==> config.mk <==
export PLATFORM = sky130hd
export DESIGN_NAME = imm_gen_pipe_flat
export DESIGN_NICKNAME = d
export VERILOG_FILES = /design/src/rtl/imm_gen_pipe_if.sv /design/src/rtl/imm_gen_pipe.sv /design/src/flat_wrapper.sv
export SDC_FILE = /design/constraint.sdc
export NUM_CORES = 1
export LEC_CHECK = 0
export ABC_AREA = 1
export ABC_CLOCK_PERIOD_IN_PS = 2100
export CAP_MARGIN = 0
export CORE_MARGIN = 3
export CORE_UTILIZATION = 54
export DETAILED_ROUTE_END_ITERATION = 10
export PLACE_DENSITY = 0.86
export SLEW_MARGIN = 20
export SYNTH_ARGS = -nofsm -noshare
export SYNTH_HDL_FRONTEND = slang
export SYNTH_SLANG_ARGS = --single-unit
==> constraint.sdc <==
create_clock -name i_clk -period 2.1 [get_ports i_clk]
set_input_delay 0.42 -clock i_clk [delete_from_list [all_inputs] [get_ports i_clk]]
set_output_delay 0.42 -clock i_clk [all_outputs]
set_load 0.02 [all_outputs]
==> src/rtl/imm_gen_pipe_if.sv <==
// Bus bundle for imm_gen_pipe: upstream instruction handshake, downstream
// result handshake, flush, and (with IMM_STATS_EN) the stall counter.
// slave = the immediate generator, master = whoever drives it.
interface imm_gen_pipe_if #(
  parameter int XLEN  = 32,
  parameter int TAG_W = 32
);
  logic              i_valid;
  logic              o_ready;
  logic [31:0]       i_inst;
  logic [2:0]        i_fmt;
  logic [TAG_W-1:0]  i_tag;
  logic              i_flush;
  logic              o_valid;
  logic              i_ready;
  logic [XLEN-1:0]   o_imm;
  logic [TAG_W-1:0]  o_tag;
  logic              o_illegal;
`ifdef IMM_STATS_EN
  logic [31:0]       o_stall_cnt;

  modport slave (
    input  i_valid, i_inst, i_fmt, i_tag, i_flush, i_ready,
    output o_ready, o_valid, o_imm, o_tag, o_illegal, o_stall_cnt
  );

  modport master (
    output i_valid, i_inst, i_fmt, i_tag, i_flush, i_ready,
    input  o_ready, o_valid, o_imm, o_tag, o_illegal, o_stall_cnt
  );
`else
  modport slave (
    input  i_valid, i_inst, i_fmt, i_tag, i_flush, i_ready,
    output o_ready, o_valid, o_imm, o_tag, o_illegal
  );

  modport master (
    output i_valid, i_inst, i_fmt, i_tag, i_flush, i_ready,
    input  o_ready, o_valid, o_imm, o_tag, o_illegal
  );
`endif
endinterface

==> src/rtl/imm_gen_pipe.sv <==
// Pipelined immediate generator: combinational I/S/B/U/J/SHAMT/ZIMM decode
// into a two-entry valid/ready skid buffer carrying {imm, tag, illegal}.
// Optional macro IMM_STATS_EN adds a saturating output-stall counter.
//
// state | meaning
// EMPTY | output register invalid
// ONE   | output register valid, skid register empty
// TWO   | output and skid registers both valid (o_ready low)
module imm_gen_pipe #(
  parameter int XLEN  = 32,
  parameter int TAG_W = 32
) (
  input  logic         i_clk,
  input  logic         i_rst,
  imm_gen_pipe_if.slave bus
);

  typedef enum logic [1:0] {EMPTY, ONE, TWO} state_t;

  localparam logic [2:0] FMT_I     = 3'd1;
  localparam logic [2:0] FMT_S     = 3'd2;
  localparam logic [2:0] FMT_B     = 3'd3;
  localparam logic [2:0] FMT_U     = 3'd4;
  localparam logic [2:0] FMT_J     = 3'd5;
  localparam logic [2:0] FMT_SHAMT = 3'd6;
  localparam logic [2:0] FMT_ZIMM  = 3'd7;

  state_t            state;
  logic              valid_q;
  logic              ready_q;
  logic [XLEN-1:0]   out_imm;
  logic [TAG_W-1:0]  out_tag;
  logic              out_ill;
  logic [XLEN-1:0]   skid_imm;
  logic [TAG_W-1:0]  skid_tag;
  logic              skid_ill;

  logic [XLEN-1:0]   dec_imm;
  logic              dec_ill;
  logic              accept;
  logic              transfer;

  // Opcode bits never contribute to an immediate.
  logic unused_opcode;
  assign unused_opcode = &{1'b0, bus.i_inst[6:0]};

  assign accept   = bus.i_valid && ready_q;
  assign transfer = valid_q && bus.i_ready;

  // Immediate decode; signed casts sign-extend to XLEN, unsigned ones zero-extend.
  always_comb begin
    dec_imm = '0;
    dec_ill = 1'b0;
    case (bus.i_fmt)
      FMT_I: dec_imm = XLEN'($signed(bus.i_inst[31:20]));
      FMT_S: dec_imm = XLEN'($signed({bus.i_inst[31:25], bus.i_inst[11:7]}));
      FMT_B: dec_imm = XLEN'($signed({bus.i_inst[31], bus.i_inst[7],
                                      bus.i_inst[30:25], bus.i_inst[11:8], 1'b0}));
      FMT_U: dec_imm = XLEN'($signed({bus.i_inst[31:12], 12'b0}));
      FMT_J: dec_imm = XLEN'($signed({bus.i_inst[31], bus.i_inst[19:12],
                                      bus.i_inst[20], bus.i_inst[30:21], 1'b0}));
      FMT_SHAMT: begin
        if (XLEN == 64) begin
          dec_imm = XLEN'(bus.i_inst[25:20]);
        end else begin
          // RV32 shifts above 31 are reserved; flag it but still pass shamt[4:0].
          dec_imm = XLEN'(bus.i_inst[24:20]);
          dec_ill = bus.i_inst[25];
        end
      end
      FMT_ZIMM: dec_imm = XLEN'(bus.i_inst[19:15]);
      default:  dec_imm = '0;
    endcase
  end

  // Skid-buffer FSM; reset dominates flush, flush dominates the handshakes.
  always_ff @(posedge i_clk) begin
    if (i_rst) begin
      state    <= EMPTY;
      valid_q  <= 1'b0;
      ready_q  <= 1'b1;
      out_imm  <= '0;
      out_tag  <= '0;
      out_ill  <= 1'b0;
      skid_imm <= '0;
      skid_tag <= '0;
      skid_ill <= 1'b0;
    end else if (bus.i_flush) begin
      state   <= EMPTY;
      valid_q <= 1'b0;
      ready_q <= 1'b1;
    end else begin
      case (state)
        EMPTY: begin
          if (accept) begin
            out_imm <= dec_imm;
            out_tag <= bus.i_tag;
            out_ill <= dec_ill;
            valid_q <= 1'b1;
            state   <= ONE;
          end
        end
        ONE: begin
          if (accept && !transfer) begin
            skid_imm <= dec_imm;
            skid_tag <= bus.i_tag;
            skid_ill <= dec_ill;
            ready_q  <= 1'b0;
            state    <= TWO;
          end else if (accept && transfer) begin
            out_imm <= dec_imm;
            out_tag <= bus.i_tag;
            out_ill <= dec_ill;
          end else if (transfer) begin
            valid_q <= 1'b0;
            state   <= EMPTY;
          end
        end
        TWO: begin
          if (transfer) begin
            out_imm <= skid_imm;
            out_tag <= skid_tag;
            out_ill <= skid_ill;
            ready_q <= 1'b1;
            state   <= ONE;
          end
        end
        default: begin
          state   <= EMPTY;
          valid_q <= 1'b0;
          ready_q <= 1'b1;
        end
      endcase
    end
  end

  assign bus.o_valid   = valid_q;
  assign bus.o_ready   = ready_q;
  assign bus.o_imm     = out_imm;
  assign bus.o_tag     = out_tag;
  assign bus.o_illegal = out_ill;

`ifdef IMM_STATS_EN
  logic [31:0] stall_cnt;

  // Saturating count of cycles where a result waits on downstream; only reset clears it.
  always_ff @(posedge i_clk) begin
    if (i_rst) begin
      stall_cnt <= '0;
    end else if (valid_q && !bus.i_ready && (stall_cnt != 32'hFFFF_FFFF)) begin
      stall_cnt <= stall_cnt + 32'd1;
    end
  end

  assign bus.o_stall_cnt = stall_cnt;
`endif

endmodule

==> src/flat_wrapper.sv <==
// flat-port wrapper written by rule: the top's interface ports become plain ports
module imm_gen_pipe_flat 
#(
  parameter int XLEN  = 32,
  parameter int TAG_W = 32
)
  (i_clk, i_rst, bus_i_valid, bus_i_inst, bus_i_fmt, bus_i_tag, bus_i_flush, bus_i_ready, bus_o_ready, bus_o_valid, bus_o_imm, bus_o_tag, bus_o_illegal);
  imm_gen_pipe_if #(.XLEN(XLEN), .TAG_W(TAG_W)) bus_i ();
  input  logic i_clk;
  input  logic i_rst;
  input wire logic [$bits(bus_i.i_valid)-1:0] bus_i_valid;
  input wire logic [$bits(bus_i.i_inst)-1:0] bus_i_inst;
  input wire logic [$bits(bus_i.i_fmt)-1:0] bus_i_fmt;
  input wire logic [$bits(bus_i.i_tag)-1:0] bus_i_tag;
  input wire logic [$bits(bus_i.i_flush)-1:0] bus_i_flush;
  input wire logic [$bits(bus_i.i_ready)-1:0] bus_i_ready;
  output wire logic [$bits(bus_i.o_ready)-1:0] bus_o_ready;
  output wire logic [$bits(bus_i.o_valid)-1:0] bus_o_valid;
  output wire logic [$bits(bus_i.o_imm)-1:0] bus_o_imm;
  output wire logic [$bits(bus_i.o_tag)-1:0] bus_o_tag;
  output wire logic [$bits(bus_i.o_illegal)-1:0] bus_o_illegal;
  assign bus_i.i_valid = bus_i_valid;
  assign bus_i.i_inst = bus_i_inst;
  assign bus_i.i_fmt = bus_i_fmt;
  assign bus_i.i_tag = bus_i_tag;
  assign bus_i.i_flush = bus_i_flush;
  assign bus_i.i_ready = bus_i_ready;
  assign bus_o_ready = bus_i.o_ready;
  assign bus_o_valid = bus_i.o_valid;
  assign bus_o_imm = bus_i.o_imm;
  assign bus_o_tag = bus_i.o_tag;
  assign bus_o_illegal = bus_i.o_illegal;
  imm_gen_pipe #(.XLEN(XLEN), .TAG_W(TAG_W)) u_core (.i_clk(i_clk), .i_rst(i_rst), .bus(bus_i));
endmodule
==> flow_summary.json, run 1 <==
{
  "cp-start-kind": "register",
  "pwr-share-comb": 0.142,
  "syn_inst": 890,
  "worst-setup-path-type": "reg2out",
  "cts_sinks": 134,
  "intPower_mw": 4.80,
  "vdd_drop_max_mv": 0.472,
  "finalSetupViolCount": 0,
  "cts.clk_slew.worst_paths_ns": 0.07,
  "synthesis.nets": 962,
  "skew_ns": 0.00812,
  "synth.distinct_cells": 21,
  "cts_root_buf": "clkbuf_8",
  "multi_input_area_mm2": 0.00272,
  "grt_max_degree": 105,
  "cts_max_path_buffers": 2,
  "yosys_warnings": 0,
  "drv_slew": 0,
  "wl_per_cell_um": 13.7,
  "cp.arrival_ns": 1.52,
  "ios": 139,
  "cts_buffers": 17,
  "clkLatencyLatePin_ns": 0.51,
  "hold_start": "u_core.skid_tag[2]",
  "gp_congestion": 0.898,
  "fmax_ghz": 0.515,
  "hold_buffers": 0,
  "area_growth_syn_to_layout_pct": 35.5,
  "clkPwrFrac": 0.445,
  "p_per_area_mw_per_mm2": 821,
  "grt_overflow": 0,
  "crit_fanout": 2,
  "path_buf_inv": 1,
  "synthArstFlopShare": 0,
  "vias": 6076,
  "outcome": "finished clean",
  "antenna_found_initial": 0,
  "die-height_um": 111,
  "r2r_start": "u_core.state[0]",
  "die_w_um": 111,
  "tritoncts": "built",
  "drc": 0,
  "crit_family": "buffers and inverters",
  "place.port_buffers": 131,
  "drt_iter0_markers": 438,
  "start_util": 0.564,
  "drv_cap": 0,
  "ant_nets": 0,
  "cts_max_level": 4,
  "register_area_mm2": 0.00268,
  "dpl.cell_count": 1122,
  "synth_seq_cells": 134,
  "grt_pass1_vias": 5622,
  "totalWireLength_um": 15800,
  "tightest_slew_ns": 0.411,
  "yosysTopAreaCellShare": 0.453,
  "synthTopCellsByArea": "dfxtp_1 45%, nand2_1 12%, o21ai_0 11%",
  "seqPwrFrac": 0.412,
  "die_area_mm2": 0.0123,
  "grt_use_total": 0.254,
  "cts_resized": 0,
  "drive_above_1_share": 0.0727,
  "fillerInstances": 794,
  "post_cts_buffers": 0,
  "first_pass_iters": 6,
  "core_area_mm2": 0.0105,
  "holdWs_ns": 0.449,
  "synthFlopType": "dfxtp_1",
  "hpwl_um": 9830,
  "slowest_stage": "clkdlybuf4s50_1",
  "cp-startpoint": "u_core.bus.o_imm[28]",
  "netlist_area_mm2": 0.00592,
  "cp-end-kind": "output pin",
  "yosysMostFrequentCell": "nand2_1",
  "rsz0062_at_grt": "false",
  "n_antenna_cell": 0,
  "grt_pass1_wl_um": 26300,
  "power_switching_mw": 1.79,
  "cp_data_required_time_ns": 1.68,
  "routed_via_density": 5.27,
  "slowest_delay_ns": 0.62,
  "yosys.area.top_type": "dfxtp_1",
  "fin_crit_sh": 0.926,
  "synth_edf_count": 0,
  "hold_violations": 0,
  "worst_slew_margin_rel": 0.726,
  "fin_nets": 1077,
  "rows": 37,
  "worstHoldPathType": "reg2reg",
  "p_sw_frac": 0.272,
  "tns_ns": 0,
  "fin_cells": 1154,
  "cp_cell_sequence": "clkdlybuf4s50_1",
  "syn_area_per_cell_um2": 6.65,
  "synth_common_cells": "187 x nand2_1, 173 x nor2_1, 136 x o21ai_0",
  "ys_seq_area_frac": 0.453,
  "p_leak_nw": 3.44,
  "period_needed_ns": 1.94
}
## layer usage
metal  share of wire  vias to the layer above  routed length (um)  global-route usage
met5               0                        -                   0                   0
met4           0.014                        0                 225              0.0764
met3           0.077                       26                1220              0.0699
met2            0.49                      237                7700               0.418
met1            0.42                     2744                6690               0.325
li1                -                     3069                   -                   -
## registers in the layout (all words and copies together), names as in the netlist
signal	count
u_core.skid_ill	1
u_core.bus.o_imm	32
u_core.state	2
u_core.bus.o_valid	1
u_core.bus.o_illegal	1
u_core.skid_imm	32
u_core.bus.o_tag	32
u_core.bus.o_ready	1
u_core.skid_tag	32
## power by group through the flow
stage / clock network [mW] / logic (mW) / registers (mW)
2_1_floorplan: 0 / 0.383 / 2.87
3_3_place_gp: 0 / 0.909 / 2.77
3_5_place_dp: 0 / 0.924 / 2.77
4_1_cts: 2.96 / 0.939 / 2.72
5_1_grt: 3.09 / 1.03 / 2.73
6_report: 2.94 / 0.938 / 2.72
## cell type report
type	count	area share
clock inverter	15	0.0209
clock buffer	17	0.0516
inverter	71	0.0332
tap	136	0.0212
sequential	134	0.334
multi-input combinational	626	0.339
timing repair buffer	155	0.200
## path summary, 6_finish.rpt
kind / endpoint / slack [ns] / cells past startpoint
worst max-delay path: bus_o_imm[28] / 0.16 / 1
worst min-delay path: u_core.skid_tag[2] / 0.45 / 2
worst max register to register: u_core.bus.o_imm[9] / 0.35 / 7
worst min register to register: u_core.skid_tag[2] / 0.45 / 2
## through the flow
| step | area [um^2] | total power, mW | utilization | setup slack [ns] |
|---|---|---|---|---|
| floorplan | 5920 | 3.25 | - | 0.596 |
| global placement | 7440 | 3.68 | 0.708 | 0.0105 |
| detailed placement | 7440 | 3.69 | 0.708 | -0.0411 |
| CTS | 8030 | 6.61 | 0.764 | 0.143 |
| global route | 8030 | 6.85 | 0.764 | 0.103 |
| finish | 8030 | 6.59 | 0.764 | 0.156 |
## placed cells by master, fill, tap and decap left out
master,count
a21oi_1,74
buf_12,9
buf_4,15
bufinv_16,2
clkbuf_16,16
clkbuf_8,1
clkdlybuf4s50_1,131
clkinv_1,1
clkinv_2,1
clkinv_4,1
clkinvlp_4,4
dfxtp_1,134
inv_1,67
inv_2,3
inv_6,6
inv_8,1
nand2_1,185
nand2_2,3
nand3_1,36
nand3_4,1
nand4_1,1
nor2_1,173
nor2_2,1
nor2_4,1
o21ai_0,136
o21ai_1,6
or2_2,9
## logic make-up (layout without fill, tap and decap cells)
logic type / Yosys count / in the layout / share of synthesized area
AOI/OAI and AO/OA: 216 / 216 / 0.183
buffers and inverters: 130 / 258 / 0.0904
DFF: 134 / 134 / 0.453
and+or+nand+nor: 410 / 410 / 0.274
## worst register-to-register path, delay by kind of cell, from the launching register on
family                 cells  cell delay, ns
AOI/OAI and AO/OA          1            0.26
buffers and inverters      3            0.75
DFF                        1            0.39
and+or+nand+nor            3            0.28
No activity file was read; power rests on OpenSTA's default activity.
==> run 2: changes to the inputs <==
--- a/config.mk
+++ b/config.mk
@@ -12,6 +12,7 @@
 export CORE_UTILIZATION = 54
 export DETAILED_ROUTE_END_ITERATION = 10
 export PLACE_DENSITY = 0.86
+export RECOVER_POWER = 100
 export SLEW_MARGIN = 20
 export SYNTH_ARGS = -nofsm -noshare
 export SYNTH_HDL_FRONTEND = slang
==> constraint.sdc (replaced) <==
create_clock -name i_clk -period 2.1 [get_ports i_clk]
set_input_delay 0.21 -clock i_clk [delete_from_list [all_inputs] [get_ports i_clk]]
set_output_delay 0.21 -clock i_clk [all_outputs]
set_load 0.02 [all_outputs]
==> run 2 against run 1 <==
Against the previous run: count of clock-buffer cells in the layout up 2; maximum frequency up 7.9%; global-route usage up 0.16 points; register-to-register slack worse by 0.02 ns; cell area down 0.20%; non-clock buffer count down 1; flip-flop and latch count unchanged; clock power up 6.8%; core utilization down 0.15 points; combinational power down 5.3%; final cell count about the same; clock skew up 0.0046 ns; critical endpoint unchanged.
==> flow_summary.json, run 2 (synthesis gave the netlist of run 1 again) <==
{
  "r2r_slack_ns": 0.33,
  "cp-end-kind": "output pin",
  "core_area_mm2": 0.0105,
  "die_w_um": 111,
  "tritoncts": "built",
  "grt_overflow": 0,
  "start_util": 0.564,
  "fin_crit_sh": 0.858,
  "cp-startpoint": "u_core.bus.o_imm[28]",
  "p_leak_nw": 3.62,
  "cts.clk_slew.worst_paths_ns": 0.06,
  "cp_cell_sequence": "dlygate4sd3_1",
  "cts_max_level": 4,
  "clkLatencyLatePin_ns": 0.52,
  "tns_ns": 0,
  "cp-start-kind": "register",
  "outcome": "finished clean",
  "grt_pass1_vias": 5623,
  "intPower_mw": 5.01,
  "routed_via_density": 5.23,
  "worst_slew_margin_rel": 0.662,
  "seqPwrFrac": 0.402,
  "path_buf_inv": 1,
  "ant_nets": 0,
  "n_antenna_cell": 0,
  "die_area_mm2": 0.0123,
  "p_sw_frac": 0.256,
  "grt_use_total": 0.255,
  "vdd_drop_max_mv": 0.540,
  "skew_ns": 0.0127,
  "p_per_area_mw_per_mm2": 842,
  "cp_data_required_time_ns": 1.89,
  "slowest_stage": "dlygate4sd3_1",
  "worstHoldPathType": "in2reg",
  "r2r_start": "u_core.state[0]",
  "holdPathEnd": "u_core.bus.o_valid",
  "cp.arrival_ns": 1.59,
  "grt_pass1_wl_um": 26200,
  "final_cell_mix": "185 x nand2_1, 174 x nor2_1, 136 x o21ai_0",
  "period_needed_ns": 1.80,
  "tightest_slew_ns": 0.507,
  "cts_max_path_buffers": 2,
  "slowest_delay_ns": 0.69,
  "pwr-share-comb": 0.132,
  "drv_cap": 0,
  "rsz0062_at_grt": "false",
  "fmax_ghz": 0.555,
  "hold_buffers": 0,
  "reg2reg_to": "u_core.bus.o_tag[16]",
  "first_pass_iters": 6,
  "power_switching_mw": 1.73,
  "rows": 37,
  "utilization": 0.762,
  "clkPwrFrac": 0.466,
  "fin_nets": 1076,
  "totalWireLength_um": 15700,
  "post_cts_buffers": 0,
  "drive_above_1_share": 0.0698,
  "die-height_um": 111,
  "hold_violations": 0,
  "drv_slew": 0,
  "wl_per_cell_um": 13.6,
  "holdPathStages": 3,
  "gp_congestion": 0.898,
  "cts_root_buf": "clkbuf_8",
  "grt_max_degree": 69,
  "hold_start": "bus_i_valid",
  "final_common_cell": "nand2_1",
  "cts_buffers": 17,
  "finalSetupViolCount": 0,
  "drc": 0,
  "place.port_buffers": 131,
  "worst-setup-path-type": "reg2out",
  "hpwl_um": 9890,
  "vias": 6035,
  "antenna_found_initial": 0,
  "crit_family": "buffers and inverters",
  "cts_resized": 0,
  "crit_fanout": 2,
  "rr_worst_depth": 8,
  "area_growth_syn_to_layout_pct": 35.3,
  "drt_iter0_markers": 398,
  "ios": 139,
  "cts_sinks": 134
}
-- run 2: cell types whose count changed in the layout (fill, tap and decap cells not counted), sizes merged --
cell,before,now
clkinv,3,4
clkinvlp,4,2
inv,77,74
clkbuf,17,20
clkdlybuf4s50,131,64
dlygate4sd3,0,67
buf,24,22
bufinv,2,4
-- run 2: worst max path at each step --
stage | slack [ns] | end | cells past startpoint
after floorplan | 0.65 | u_core.bus.o_imm[21] | 8
after global placement | 0.24 | u_core.skid_tag[10] | 8
after detailed placement | 0.17 | u_core.skid_tag[24] | 8
after CTS | 0.36 | bus_o_imm[28] | 1
after global routing | 0.16 | u_core.skid_imm[13] | 6
final | 0.30 | bus_o_imm[28] | 1
-- run 2: layout make-up --
class                   count  area, um^2
multi-input cells         626        2720
flip-flops and latches    134        2680
fillers                   804        2500
repair buffers            154        1550
clock buffers              19         432
inverters                  71         267
clock inverters            13         193
well taps                 136         170
-- run 2: through the flow --
step | setup slack, ns | instance area (um^2) | hold slack [ns] | std cells | power, mW
after floorplan | 0.650 | 5920 | 0.344 | 890 | 3.25
after global routing | 0.155 | 8010 | 0.329 | 1153 | 7.00
after CTS | 0.360 | 8020 | 0.314 | 1153 | 6.80
after detailed placement | 0.172 | 7400 | 0.438 | 1121 | 3.68
after global placement | 0.239 | 7400 | 0.432 | 1121 | 3.66
final | 0.299 | 8010 | 0.328 | 1153 | 6.74
-- run 2: power by group through the flow --
| stage | combinational (mW) | sequential, mW | clock [mW] |
|---|---|---|---|
| 2_1_floorplan | 0.383 | 2.87 | 0 |
| 3_3_place_gp | 0.896 | 2.77 | 0 |
| 3_5_place_dp | 0.908 | 2.77 | 0 |
| 4_1_cts | 0.922 | 2.72 | 3.16 |
| 5_1_grt | 0.980 | 2.72 | 3.29 |
| 6_report | 0.888 | 2.71 | 3.14 |
-- run 2: worst reg2reg max path, stage by stage (launching register included) --
cell and delay, ns:
dfxtp_1 0.37, inv_1 0.11, nor2_1 0.31, nand2_1 0.09
nand2_1 0.11, nor2_4 0.04, buf_6 0.24, o21ai_0 0.31
nor2_1 0.07
-- run 2: routing by layer --
| layer | vias up | routed length, um | track usage |
|---|---|---|---|
| met1 | 2707 | 6610 | 0.331 |
| met2 | 238 | 7410 | 0.403 |
| li1 | 3058 | - | - |
| met5 | - | 0 | 0 |
| met4 | 0 | 350 | 0.0936 |
| met3 | 32 | 1280 | 0.0764 |
==> run 3: changes to the inputs <==
--- a/config.mk
+++ b/config.mk
@@ -17,3 +17,4 @@
 export SYNTH_ARGS = -nofsm -noshare
 export SYNTH_HDL_FRONTEND = slang
 export SYNTH_SLANG_ARGS = --single-unit
+export TNS_END_PERCENT = 1
==> results of run 3 <==
Same layout as run 2: the final DEF is identical, and so are final timing and power.
